<file path="src/rtl/vertex_ram_ctrl_pkg.sv">
`default_nettype none
// ==== vertex_ram_ctrl_pkg : shared vertex type, FSM states and constants ====
// ==== rev 1.0 ====
package vertex_ram_ctrl_pkg;

  localparam int CL_W         = 512;
  localparam int VERTS_PER_CL = 8;
  localparam int CL_SHIFT     = $clog2(VERTS_PER_CL);
  localparam int VERT_W       = CL_W / VERTS_PER_CL;
  localparam int RAM_RD_LAT   = 2;
  localparam int RSP_DEPTH    = 4;

  typedef logic [VERT_W-1:0] vertex_t;

  typedef enum logic [1:0] {
    ST_IDLE  = 2'd0,
    ST_LOAD  = 2'd1,
    ST_SERVE = 2'd2,
    ST_DRAIN = 2'd3
  } state_t;

endpackage
`default_nettype wire

</file>
<file path="src/rtl/vertex_ram_ctrl_if.sv">
`default_nettype none
// ==== vertex_ram_ctrl_if : load, cacheline, read-request/response and RAM bus ====
// ==== rev 1.0 ====
interface vertex_ram_ctrl_if #(
  parameter int ADDR_W = 8,
  parameter int TAG_W  = 6
);
  import vertex_ram_ctrl_pkg::*;

  logic                   load_start;
  logic [ADDR_W-CL_SHIFT:0] load_num_cl;
  logic                   cl_valid;
  logic [CL_W-1:0]        cl_data;
  logic                   cl_ready;
  logic                   rd_req_valid;
  logic [ADDR_W-1:0]      rd_req_addr;
  logic [TAG_W-1:0]       rd_req_tag;
  logic                   rd_req_ready;
  logic                   rd_rsp_valid;
  vertex_t                rd_rsp_vertex;
  logic [TAG_W-1:0]       rd_rsp_tag;
  logic                   rd_rsp_ready;
  logic [CL_W-1:0]        ram_cl;
  logic [ADDR_W-1:0]      ram_w_addr;
  logic [ADDR_W-1:0]      ram_r_addr;
  logic                   ram_we;
  vertex_t                ram_vertex;
  logic                   loaded;
  logic                   busy;

  modport slave (
    input  load_start, load_num_cl, cl_valid, cl_data, rd_req_valid, rd_req_addr,
           rd_req_tag, rd_rsp_ready, ram_vertex,
    output cl_ready, rd_req_ready, rd_rsp_valid, rd_rsp_vertex, rd_rsp_tag,
           ram_cl, ram_w_addr, ram_r_addr, ram_we, loaded, busy
  );

  modport master (
    output load_start, load_num_cl, cl_valid, cl_data, rd_req_valid, rd_req_addr,
           rd_req_tag, rd_rsp_ready, ram_vertex,
    input  cl_ready, rd_req_ready, rd_rsp_valid, rd_rsp_vertex, rd_rsp_tag,
           ram_cl, ram_w_addr, ram_r_addr, ram_we, loaded, busy
  );

endinterface
`default_nettype wire

</file>
<file path="src/rtl/vertex_ram_ctrl_rsp_fifo.sv">
`default_nettype none
// ==== vertex_ram_ctrl_rsp_fifo : small synchronous FIFO holding read responses ====
// ==== rev 1.0 ====
module vertex_ram_ctrl_rsp_fifo #(
  parameter int WIDTH = 8,
  parameter int DEPTH = 4
) (
  input  logic                     clk,
  input  logic                     reset,
  input  logic                     push,
  input  logic [WIDTH-1:0]         push_data,
  input  logic                     pop,
  output logic [WIDTH-1:0]         pop_data,
  output logic [$clog2(DEPTH):0]   count,
  output logic                     empty
);
  localparam int PTR_W = $clog2(DEPTH);
  localparam logic [PTR_W:0] FULL_CNT = DEPTH[PTR_W:0];

  logic [WIDTH-1:0] mem [DEPTH];
  logic [PTR_W-1:0] wr_ptr;
  logic [PTR_W-1:0] rd_ptr;
  logic             do_push;
  logic             do_pop;

  assign empty    = (count == '0);
  assign do_pop   = pop && !empty;
  // A push into a full FIFO is accepted only when an entry leaves the same cycle.
  assign do_push  = push && ((count != FULL_CNT) || do_pop);
  assign pop_data = mem[rd_ptr];

  always_ff @(posedge clk) begin
    if (reset) begin
      wr_ptr <= '0;
      rd_ptr <= '0;
      count  <= '0;
    end else begin
      if (do_push) wr_ptr <= wr_ptr + PTR_W'(1);
      if (do_pop)  rd_ptr <= rd_ptr + PTR_W'(1);
      case ({do_push, do_pop})
        2'b10:   count <= count + (PTR_W+1)'(1);
        2'b01:   count <= count - (PTR_W+1)'(1);
        default: count <= count;
      endcase
    end
  end

  always_ff @(posedge clk) begin
    if (do_push) mem[wr_ptr] <= push_data;
  end

endmodule
`default_nettype wire

</file>
<file path="src/rtl/vertex_ram_ctrl.sv">
`default_nettype none
// ==== vertex_ram_ctrl : partition loader and tagged read server for the vertex RAM ====
// ==== rev 1.0 ====
module vertex_ram_ctrl
  import vertex_ram_ctrl_pkg::*;
#(
  parameter int ADDR_W = 8,
  parameter int TAG_W  = 6
) (
  input  logic             clk,
  input  logic             reset,
  vertex_ram_ctrl_if.slave bus
);
  localparam int CNT_W   = ADDR_W - CL_SHIFT + 1;
  localparam int ENT_W   = TAG_W + $bits(vertex_t);
  localparam int FCNT_W  = $clog2(RSP_DEPTH) + 1;
  localparam int INF_W   = $clog2(RAM_RD_LAT + 1);
  localparam logic [FCNT_W-1:0] RSP_CREDITS = RSP_DEPTH[FCNT_W-1:0];

  state_t              state;
  logic [CNT_W-1:0]    cl_cnt;
  logic [CNT_W-1:0]    cl_cnt_nxt;
  logic [CNT_W-1:0]    num_cl;
  logic                loaded_r;
  logic [INF_W-1:0]    inflight;
  logic [RAM_RD_LAT-1:0] vld_pipe;
  logic [TAG_W-1:0]    tag_pipe [RAM_RD_LAT];
  logic [FCNT_W-1:0]   fifo_count;
  logic                fifo_empty;
  logic [ENT_W-1:0]    fifo_rd_data;
  logic                cl_acc;
  logic                req_hs;
  logic                capture;
  logic                rsp_pop;

  assign cl_acc     = bus.cl_valid && bus.cl_ready;
  assign req_hs     = bus.rd_req_valid && bus.rd_req_ready;
  assign capture    = vld_pipe[RAM_RD_LAT-1];
  assign rsp_pop    = bus.rd_rsp_valid && bus.rd_rsp_ready;
  assign cl_cnt_nxt = cl_cnt + CNT_W'(1);

  assign bus.cl_ready   = (state == ST_LOAD);
  assign bus.ram_we     = cl_acc;
  assign bus.ram_cl     = bus.cl_data;
  assign bus.ram_w_addr = {cl_cnt[CNT_W-2:0], {CL_SHIFT{1'b0}}};
  assign bus.ram_r_addr = bus.rd_req_addr;
  assign bus.loaded     = loaded_r;
  assign bus.busy       = (state != ST_IDLE);
  // Every accepted request owns a FIFO slot until popped, so the FIFO never overflows.
  assign bus.rd_req_ready = (state == ST_SERVE) &&
      (({{(FCNT_W-INF_W){1'b0}}, inflight} + fifo_count) < RSP_CREDITS);
  assign bus.rd_rsp_valid = !fifo_empty;
  assign {bus.rd_rsp_tag, bus.rd_rsp_vertex} = fifo_rd_data;

  always_ff @(posedge clk) begin
    if (reset) begin
      state    <= ST_IDLE;
      cl_cnt   <= '0;
      num_cl   <= '0;
      loaded_r <= 1'b0;
    end else begin
      case (state)
        ST_IDLE: if (bus.load_start) begin
          state    <= ST_LOAD;
          num_cl   <= bus.load_num_cl;
          cl_cnt   <= '0;
          loaded_r <= 1'b0;
        end
        ST_LOAD: if (num_cl == '0) begin
          state    <= ST_SERVE;
          loaded_r <= 1'b1;
        end else if (cl_acc) begin
          cl_cnt <= cl_cnt_nxt;
          if (cl_cnt_nxt == num_cl) begin
            state    <= ST_SERVE;
            loaded_r <= 1'b1;
          end
        end
        ST_SERVE: if (bus.load_start) begin
          state  <= ST_DRAIN;
          num_cl <= bus.load_num_cl;
        end
        ST_DRAIN: if (inflight == '0) begin
          state    <= ST_LOAD;
          cl_cnt   <= '0;
          loaded_r <= 1'b0;
        end
        default: state <= ST_IDLE;
      endcase
    end
  end

  // Valid bits model the fixed RAM latency; reset drops anything still in the pipe.
  always_ff @(posedge clk) begin
    if (reset) begin
      vld_pipe <= '0;
      inflight <= '0;
    end else begin
      vld_pipe <= {vld_pipe[RAM_RD_LAT-2:0], req_hs};
      case ({req_hs, capture})
        2'b10:   inflight <= inflight + INF_W'(1);
        2'b01:   inflight <= inflight - INF_W'(1);
        default: inflight <= inflight;
      endcase
    end
  end

  always_ff @(posedge clk) begin
    tag_pipe[0] <= bus.rd_req_tag;
    for (int i = 1; i < RAM_RD_LAT; i++) tag_pipe[i] <= tag_pipe[i-1];
  end

  vertex_ram_ctrl_rsp_fifo #(
    .WIDTH (ENT_W),
    .DEPTH (RSP_DEPTH)
  ) u_rsp_fifo (
    .clk       (clk),
    .reset     (reset),
    .push      (capture),
    .push_data ({tag_pipe[RAM_RD_LAT-1], bus.ram_vertex}),
    .pop       (rsp_pop),
    .pop_data  (fifo_rd_data),
    .count     (fifo_count),
    .empty     (fifo_empty)
  );

endmodule
`default_nettype wire

</file>
<file path="src/flat_wrapper.sv">
// flat-port wrapper written by rule: the top's interface ports become plain ports
module vertex_ram_ctrl_flat import vertex_ram_ctrl_pkg::*;
#(
  parameter int ADDR_W = 8,
  parameter int TAG_W  = 6
)
  (clk, reset, bus_load_start, bus_load_num_cl, bus_cl_valid, bus_cl_data, bus_rd_req_valid, bus_rd_req_addr, bus_rd_req_tag, bus_rd_rsp_ready, bus_ram_vertex, bus_cl_ready, bus_rd_req_ready, bus_rd_rsp_valid, bus_rd_rsp_vertex, bus_rd_rsp_tag, bus_ram_cl, bus_ram_w_addr, bus_ram_r_addr, bus_ram_we, bus_loaded, bus_busy);
  vertex_ram_ctrl_if #(.ADDR_W(ADDR_W), .TAG_W(TAG_W)) bus_i ();
  input  logic clk;
  input  logic reset;
  input wire logic [$bits(bus_i.load_start)-1:0] bus_load_start;
  input wire logic [$bits(bus_i.load_num_cl)-1:0] bus_load_num_cl;
  input wire logic [$bits(bus_i.cl_valid)-1:0] bus_cl_valid;
  input wire logic [$bits(bus_i.cl_data)-1:0] bus_cl_data;
  input wire logic [$bits(bus_i.rd_req_valid)-1:0] bus_rd_req_valid;
  input wire logic [$bits(bus_i.rd_req_addr)-1:0] bus_rd_req_addr;
  input wire logic [$bits(bus_i.rd_req_tag)-1:0] bus_rd_req_tag;
  input wire logic [$bits(bus_i.rd_rsp_ready)-1:0] bus_rd_rsp_ready;
  input wire logic [$bits(bus_i.ram_vertex)-1:0] bus_ram_vertex;
  output wire logic [$bits(bus_i.cl_ready)-1:0] bus_cl_ready;
  output wire logic [$bits(bus_i.rd_req_ready)-1:0] bus_rd_req_ready;
  output wire logic [$bits(bus_i.rd_rsp_valid)-1:0] bus_rd_rsp_valid;
  output wire logic [$bits(bus_i.rd_rsp_vertex)-1:0] bus_rd_rsp_vertex;
  output wire logic [$bits(bus_i.rd_rsp_tag)-1:0] bus_rd_rsp_tag;
  output wire logic [$bits(bus_i.ram_cl)-1:0] bus_ram_cl;
  output wire logic [$bits(bus_i.ram_w_addr)-1:0] bus_ram_w_addr;
  output wire logic [$bits(bus_i.ram_r_addr)-1:0] bus_ram_r_addr;
  output wire logic [$bits(bus_i.ram_we)-1:0] bus_ram_we;
  output wire logic [$bits(bus_i.loaded)-1:0] bus_loaded;
  output wire logic [$bits(bus_i.busy)-1:0] bus_busy;
  assign bus_i.load_start = bus_load_start;
  assign bus_i.load_num_cl = bus_load_num_cl;
  assign bus_i.cl_valid = bus_cl_valid;
  assign bus_i.cl_data = bus_cl_data;
  assign bus_i.rd_req_valid = bus_rd_req_valid;
  assign bus_i.rd_req_addr = bus_rd_req_addr;
  assign bus_i.rd_req_tag = bus_rd_req_tag;
  assign bus_i.rd_rsp_ready = bus_rd_rsp_ready;
  assign bus_i.ram_vertex = bus_ram_vertex;
  assign bus_cl_ready = bus_i.cl_ready;
  assign bus_rd_req_ready = bus_i.rd_req_ready;
  assign bus_rd_rsp_valid = bus_i.rd_rsp_valid;
  assign bus_rd_rsp_vertex = bus_i.rd_rsp_vertex;
  assign bus_rd_rsp_tag = bus_i.rd_rsp_tag;
  assign bus_ram_cl = bus_i.ram_cl;
  assign bus_ram_w_addr = bus_i.ram_w_addr;
  assign bus_ram_r_addr = bus_i.ram_r_addr;
  assign bus_ram_we = bus_i.ram_we;
  assign bus_loaded = bus_i.loaded;
  assign bus_busy = bus_i.busy;
  vertex_ram_ctrl #(.ADDR_W(ADDR_W), .TAG_W(TAG_W)) u_core (.clk(clk), .reset(reset), .bus(bus_i));
endmodule
</file>
<file path="config.mk">
export PLATFORM = sky130hd
export DESIGN_NAME = vertex_ram_ctrl_flat
export DESIGN_NICKNAME = d
export VERILOG_FILES = /design/src/rtl/vertex_ram_ctrl_pkg.sv /design/src/rtl/vertex_ram_ctrl_if.sv /design/src/rtl/vertex_ram_ctrl_rsp_fifo.sv /design/src/rtl/vertex_ram_ctrl.sv /design/src/flat_wrapper.sv
export SDC_FILE = /design/constraint.sdc
export NUM_CORES = 1
export LEC_CHECK = 0
export CORE_AREA = 2 2 464 466
export DETAILED_ROUTE_END_ITERATION = 12
export DIE_AREA = 0 0 466 468
export SYNTH_ARGS = -nofsm -noshare
export SYNTH_HDL_FRONTEND = slang
export SYNTH_HIERARCHICAL = 1
export SYNTH_SLANG_ARGS = --single-unit
</file>
<file path="constraint.sdc">
create_clock -name clk -period 5.65 [get_ports clk]
set_input_delay 1.13 -clock clk [delete_from_list [all_inputs] [get_ports clk]]
set_output_delay 1.13 -clock clk [all_outputs]
set_load 0.01 [all_outputs]
</file>
* Word level (Yosys, flattened, before mapping)
Memory sizes are Yosys's and may differ from the RTL's. A register that Yosys moved wholly into a read port is not among the register bits. Index checks and enable logic that the tools add are counted.
Word-level totals: flip-flop bits (word level) 26, RAM bits 292, input bits 602, output and inout bits 604, logic and storage cells 81, memories 2
Cells by class: $add $sub $neg 8, magnitude comparators 1, equal/unequal tests 16, multiplexer cells 24, reductions and logical operators 21
Memory list:
- u_core.u_rsp_fifo.mem | depth 4, bits a word 70, rd ports 1, clocked after memory_dff 1, write ports 1, RTL line vertex_ram_ctrl_rsp_fifo.sv:20 | logic [WIDTH-1:0] mem [DEPTH];
- u_core.tag_pipe | depth 2, bits a word 6, rd ports 2, clocked after memory_dff 0, write ports 2, RTL line vertex_ram_ctrl.sv:27 | logic [TAG_W-1:0] tag_pipe [RAM_RD_LAT];
Operators with widths (count):
- two-way mux 6 bit | 4
- one-hot mux 6 bit (3 select lines) | 1
- two-way mux 2 bit | 8
- AND reduction 5 bit | 3
- inequality test 3 bit (second input constant) | 3
- equality test 2 bit (second input constant) | 4
- inequality test 2 bit (second input constant) | 4
- one-hot mux 2 bit (4 select lines) | 1
- two-way mux 1 bit | 7
- adder 2 x 1 -> 2 bit (second input constant) | 3
- adder 6 x 1 -> 6 bit (second input constant) | 1
- equality test 2 x 1 -> 1 bit (second input constant) | 3
- equality test 6 bit | 1
- logical AND 1 bit | 6
- logical NOT 6 bit | 1
- one-hot mux 3 bit (2 select lines) | 1
- nonzero test 2 bit | 3
- logical NOT 2 bit | 2
- one-hot mux 2 bit (2 select lines) | 1
- adder 2 x 3 -> 3 bit | 1
- adder 3 x 1 -> 3 bit (second input constant) | 1
- logical NOT 3 bit | 1
- < comparator 3 bit (second input constant) | 1
- one-hot mux 1 bit (3 select lines) | 1
- 8 further kinds | 8

* Logic depth before layout (Yosys ltp)
depth after elaboration 8, mapped depth 9

* Modules after synthesis
Netlist, hierarchy kept.
By module, submodules not included:
- vertex_ram_ctrl_rsp_fifo | times used 1, cells an instance 422, area each 10562.6 um^2
- vertex_ram_ctrl | times used 1, cells an instance 671, area each 5361.4 um^2

* Least setup slack after synthesis
Ideal clock, no wire load.
kind in2reg, start point input port bus_rd_rsp_ready, end point memory u_core/u_rsp_fifo/mem[0][0] in the netlist's numbering, enable pin, data arrival time 3.523 ns, required time 5.214 ns, slack 1.692 ns, cell stages on the path 4, cells stage by stage nor2b_1 nor4b_1 nor2b_1 and2_1
Between the ends: word-level cells in the longest chain between the ends 6
Ends and longest elaborated chain:
- start, declared | RTL line flat_wrapper.sv:18 | input wire logic [$bits(bus_i.rd_rsp_ready)-1:0] bus_rd_rsp_ready;
- logical AND 1 bit | RTL line vertex_ram_ctrl.sv:39 | assign rsp_pop = bus.rd_rsp_valid && bus.rd_rsp_ready;
- logical AND 1 bit | RTL line vertex_ram_ctrl_rsp_fifo.sv:27 | assign do_pop = pop && !empty;
- logical OR 1 bit | RTL line vertex_ram_ctrl_rsp_fifo.sv:29 | assign do_push = push && ((count != FULL_CNT) || do_pop);
- logical AND 1 bit | RTL line vertex_ram_ctrl_rsp_fifo.sv:29
- two-way mux 1 bit | RTL line vertex_ram_ctrl_rsp_fifo.sv:49 | if (do_push) mem[wr_ptr] <= push_data;
- two-way mux 1 bit (implied by the code) | RTL line vertex_ram_ctrl_rsp_fifo.sv:49
- end, declared | RTL line vertex_ram_ctrl_rsp_fifo.sv:20
Every way passes these cells.

==> results.tsv <==
stage	metric	value	unit
sta	finClkSkew	0.0396	ns
sta	rsz0062_at_grt	no	
power	p_seq_share	51.2	%
critical_path	cp_slowest_cell	dfxtp_2	
power	switching_power	1130	uW
power	p_per_area	283	nW/um^2
cts	clk_pin_slew	0.06	ns
floorplanning	initial_utilization	7.46	%
finish	layout.nets	1365	
power	swShare	21.8	%
finish	synthToLayoutAreaGrowth	14.5	%
placed_design	place_inst	3555	
cts	ctsResizeCount	0	
critical_path	crit_buf_inv	2	
worst_hold_path	hold_class	register to register	
grt	gr-total-overflow	0	
yosys	yosys_warnings	6	
yosys	synth_top_cell_area_share	52.8	%
yosys	synthFlopType	edfxtp_1	
floorplanning	fp.dieH	468	um
critical_path	worstPathRequired	4.52	ns
yosys	synthTopCellsByArea	edfxtp_1, buf_4, mux4_2, dfxtp_1, ha_1	
routing	ant_nets	0	
routing	vias_per_cell	1.99	
finish	drive_above_1_share	18.4	%
yosys	yosys.area.top_type	edfxtp_1	
cts	cts_setup_buffers	0	
critical_path	crit_type	register to output port	
cts	htree_levels	1	
sta	setup_viol	0	
grt	groute.usage.overall	10.1	%
grt	grt_util_met3	16.2	%
sta	layout_min_cycle_time	4.16	ns
routing	remaining_drc_errors	0	
yosys	async_flop_share	0	%
job	maxCapViolCount	0	
power	power_frac_clock	40.3	%
yosys	yosys-top-cells-count	buf_4, edfxtp_1, mux4_2	
finish	stdcell_count	3611	
sta	slew_headroom	22.2	%
yosys	synth_edf_count	280	
status	outcome	complete, no violations	
power	p_leak	0.00486	uW
yosys	ys_seq_area_share	57.8	%
routing	avgRoutedWirePerCell	32.4	um
critical_path	critical_path.top_delay_family	flip-flops	
placed_design	gp_congestion	0.972	
cts	cts.sinks	320	
routing	drtIter0Drc	559	
routing	num_vias	7193	
grt	grtUsageMet1	4.96	%
cts	cts-root-buf	clkbuf_16	
power	combPwrFrac	8.5	%
sta	fmax	240	MHz
yosys	yosysMostFrequentCell	buf_4	
critical_path	arrival	3.03	ns
yosys	synth-seq-cells	320	
critical_path	path_cells	buf_4 -> mux4_2 -> clkdlybuf4s50_1	
grt	grt_pass1_vias	7158	
placed_design	dp_hpwl	106	mm
sta	setup_tns	0	ns
cts	cts_buffers	30	
finish	insertedDiodeCount	0	
sta	fin_crit_sh	73.7	%
yosys	synth_area	15900	sq um
critical_path	cp-start-kind	register	
floorplanning	num_io_pins	1206	
routing	first_pass_iters	6	
grt	top_usage_layer	met2	
cts	clockBufferDepth	3	
cts	cts_tree	done	
yosys	avgSynthCellArea	14.6	sq um
grt	antenna_found_initial	16	
floorplanning	die_w	466	um
sta	worst_pin_slew	1.17	ns
grt	grt_pass1_wl	132	mm
finish	n_fill_cell	24322	
sta	post-route-worst-setup-slack	1.49	ns
grt	grt_use_met2	16.9	%
critical_path	slowest_delay	1.08	ns
sta	maxSlewViolCount	0	
floorplanning	core	213000	sq um
floorplanning	dieArea	218000	sq um
routing	drt_wl_total	117	mm
yosys	ys_types	51	
power	ir_drop	0.000196	V
critical_path	endpoint_kind	output port	
cts	hold_buffers	0	
finish	post-route-util	8.55	%
placed_design	place_ws	1.66	ns
floorplanning	rows	170	
critical_path	cp_max_fo	40	
power	p_int	4040	uW
cts	clock_latency	0.58	ns
grt	grt_max_degree	62	
yosys	synth_cells	1093	
placed_design	numPortBuffers	162	
sta	final-hold-violation-count	0	
cell type report:
cell class	instances	area, sq um	area share (%)
well taps	2838	3550	19.5
multi-input cells	213	2620	14.4
flip-flops and latches	320	9210	50.5
clock inverters	14	185	1.02
repair buffers	172	1760	9.65
clock buffers	42	866	4.75
inverters	12	45.0	0.247
cells in the final DEF (no fill, tap or decap), types with 5 or more instances in the layout:
cell type,instances
a21oi_1,7
buf_12,5
buf_4,5
clkbuf_1,5
clkbuf_16,30
clkbuf_8,7
clkdlybuf4s50_1,162
clkinv_2,6
dfxtp_1,38
edfxtp_1,280
ha_1,13
inv_1,12
mux2i_1,8
mux4_2,70
nand2_1,9
nand2b_1,7
nand3_1,7
nor2_1,23
xnor2_1,7
xor2_1,8
metrics by stage:
step	cell area [sq um]	hold WS (ns)	power (uW)
2_1_floorplan	15900	0.310	3300
3_3_place_gp	17200	0.319	3130
3_5_place_dp	17200	0.318	3140
4_1_cts	18200	0.338	5250
5_1_grt	18200	0.338	5360
6_report	18200	0.333	5160
kinds of logic after synthesis:
group,synth area share (%)
adders and majority gates,1.15
muxes,10.6
buffers and inverters,25.8
DFF,57.8
AOI/OAI and AO/OA,1.34
and+or+nand+nor,2.39
xor gates and xnor gates,0.825
other,0.0235
flip-flops by register name, indices dropped and copies added (netlist names), named ones only:
register,flops
u_core/u_rsp_fifo/wr_ptr,2
u_core/cl_cnt,6
u_core/state,2
u_core/u_rsp_fifo/count,3
u_core/vld_pipe,2
u_core/u_rsp_fifo/rd_ptr,2
u_core/bus.loaded,1
u_core/num_cl,6
u_core/tag_pipe,12
u_core/u_rsp_fifo/mem,280
u_core/inflight,2
power groups by stage:
| stage | clock, uW | combinational, uW | sequential, uW |
|---|---|---|---|
| 2_1_floorplan | 0 | 618 | 2680 |
| 3_3_place_gp | 0 | 442 | 2690 |
| 3_5_place_dp | 0 | 449 | 2690 |
| 4_1_cts | 2150 | 452 | 2640 |
| 5_1_grt | 2230 | 484 | 2650 |
| 6_report | 2080 | 438 | 2640 |
layer usage:
layer	up-vias	share of wire (%)
li1	2642	-
met5	-	0.16
met3	140	34
met1	3360	17
met2	1045	47
met4	6	1.4
worst paths after layout:
check	startpoint	slack [ns]	endpoint	depth (start not counted)
min reg2reg	u_core/tag_pipe[0][3]	0.33	u_core/tag_pipe[0][9]	0
max	register	1.49	bus_rd_rsp_vertex[46]	3
max reg2reg	u_core/u_rsp_fifo/count[0]	2.66	u_core/u_rsp_fifo/mem[0][17]	6
min	u_core/tag_pipe[0][3]	0.33	u_core/tag_pipe[0][9]	0
Power figures use the tool's default switching activity.
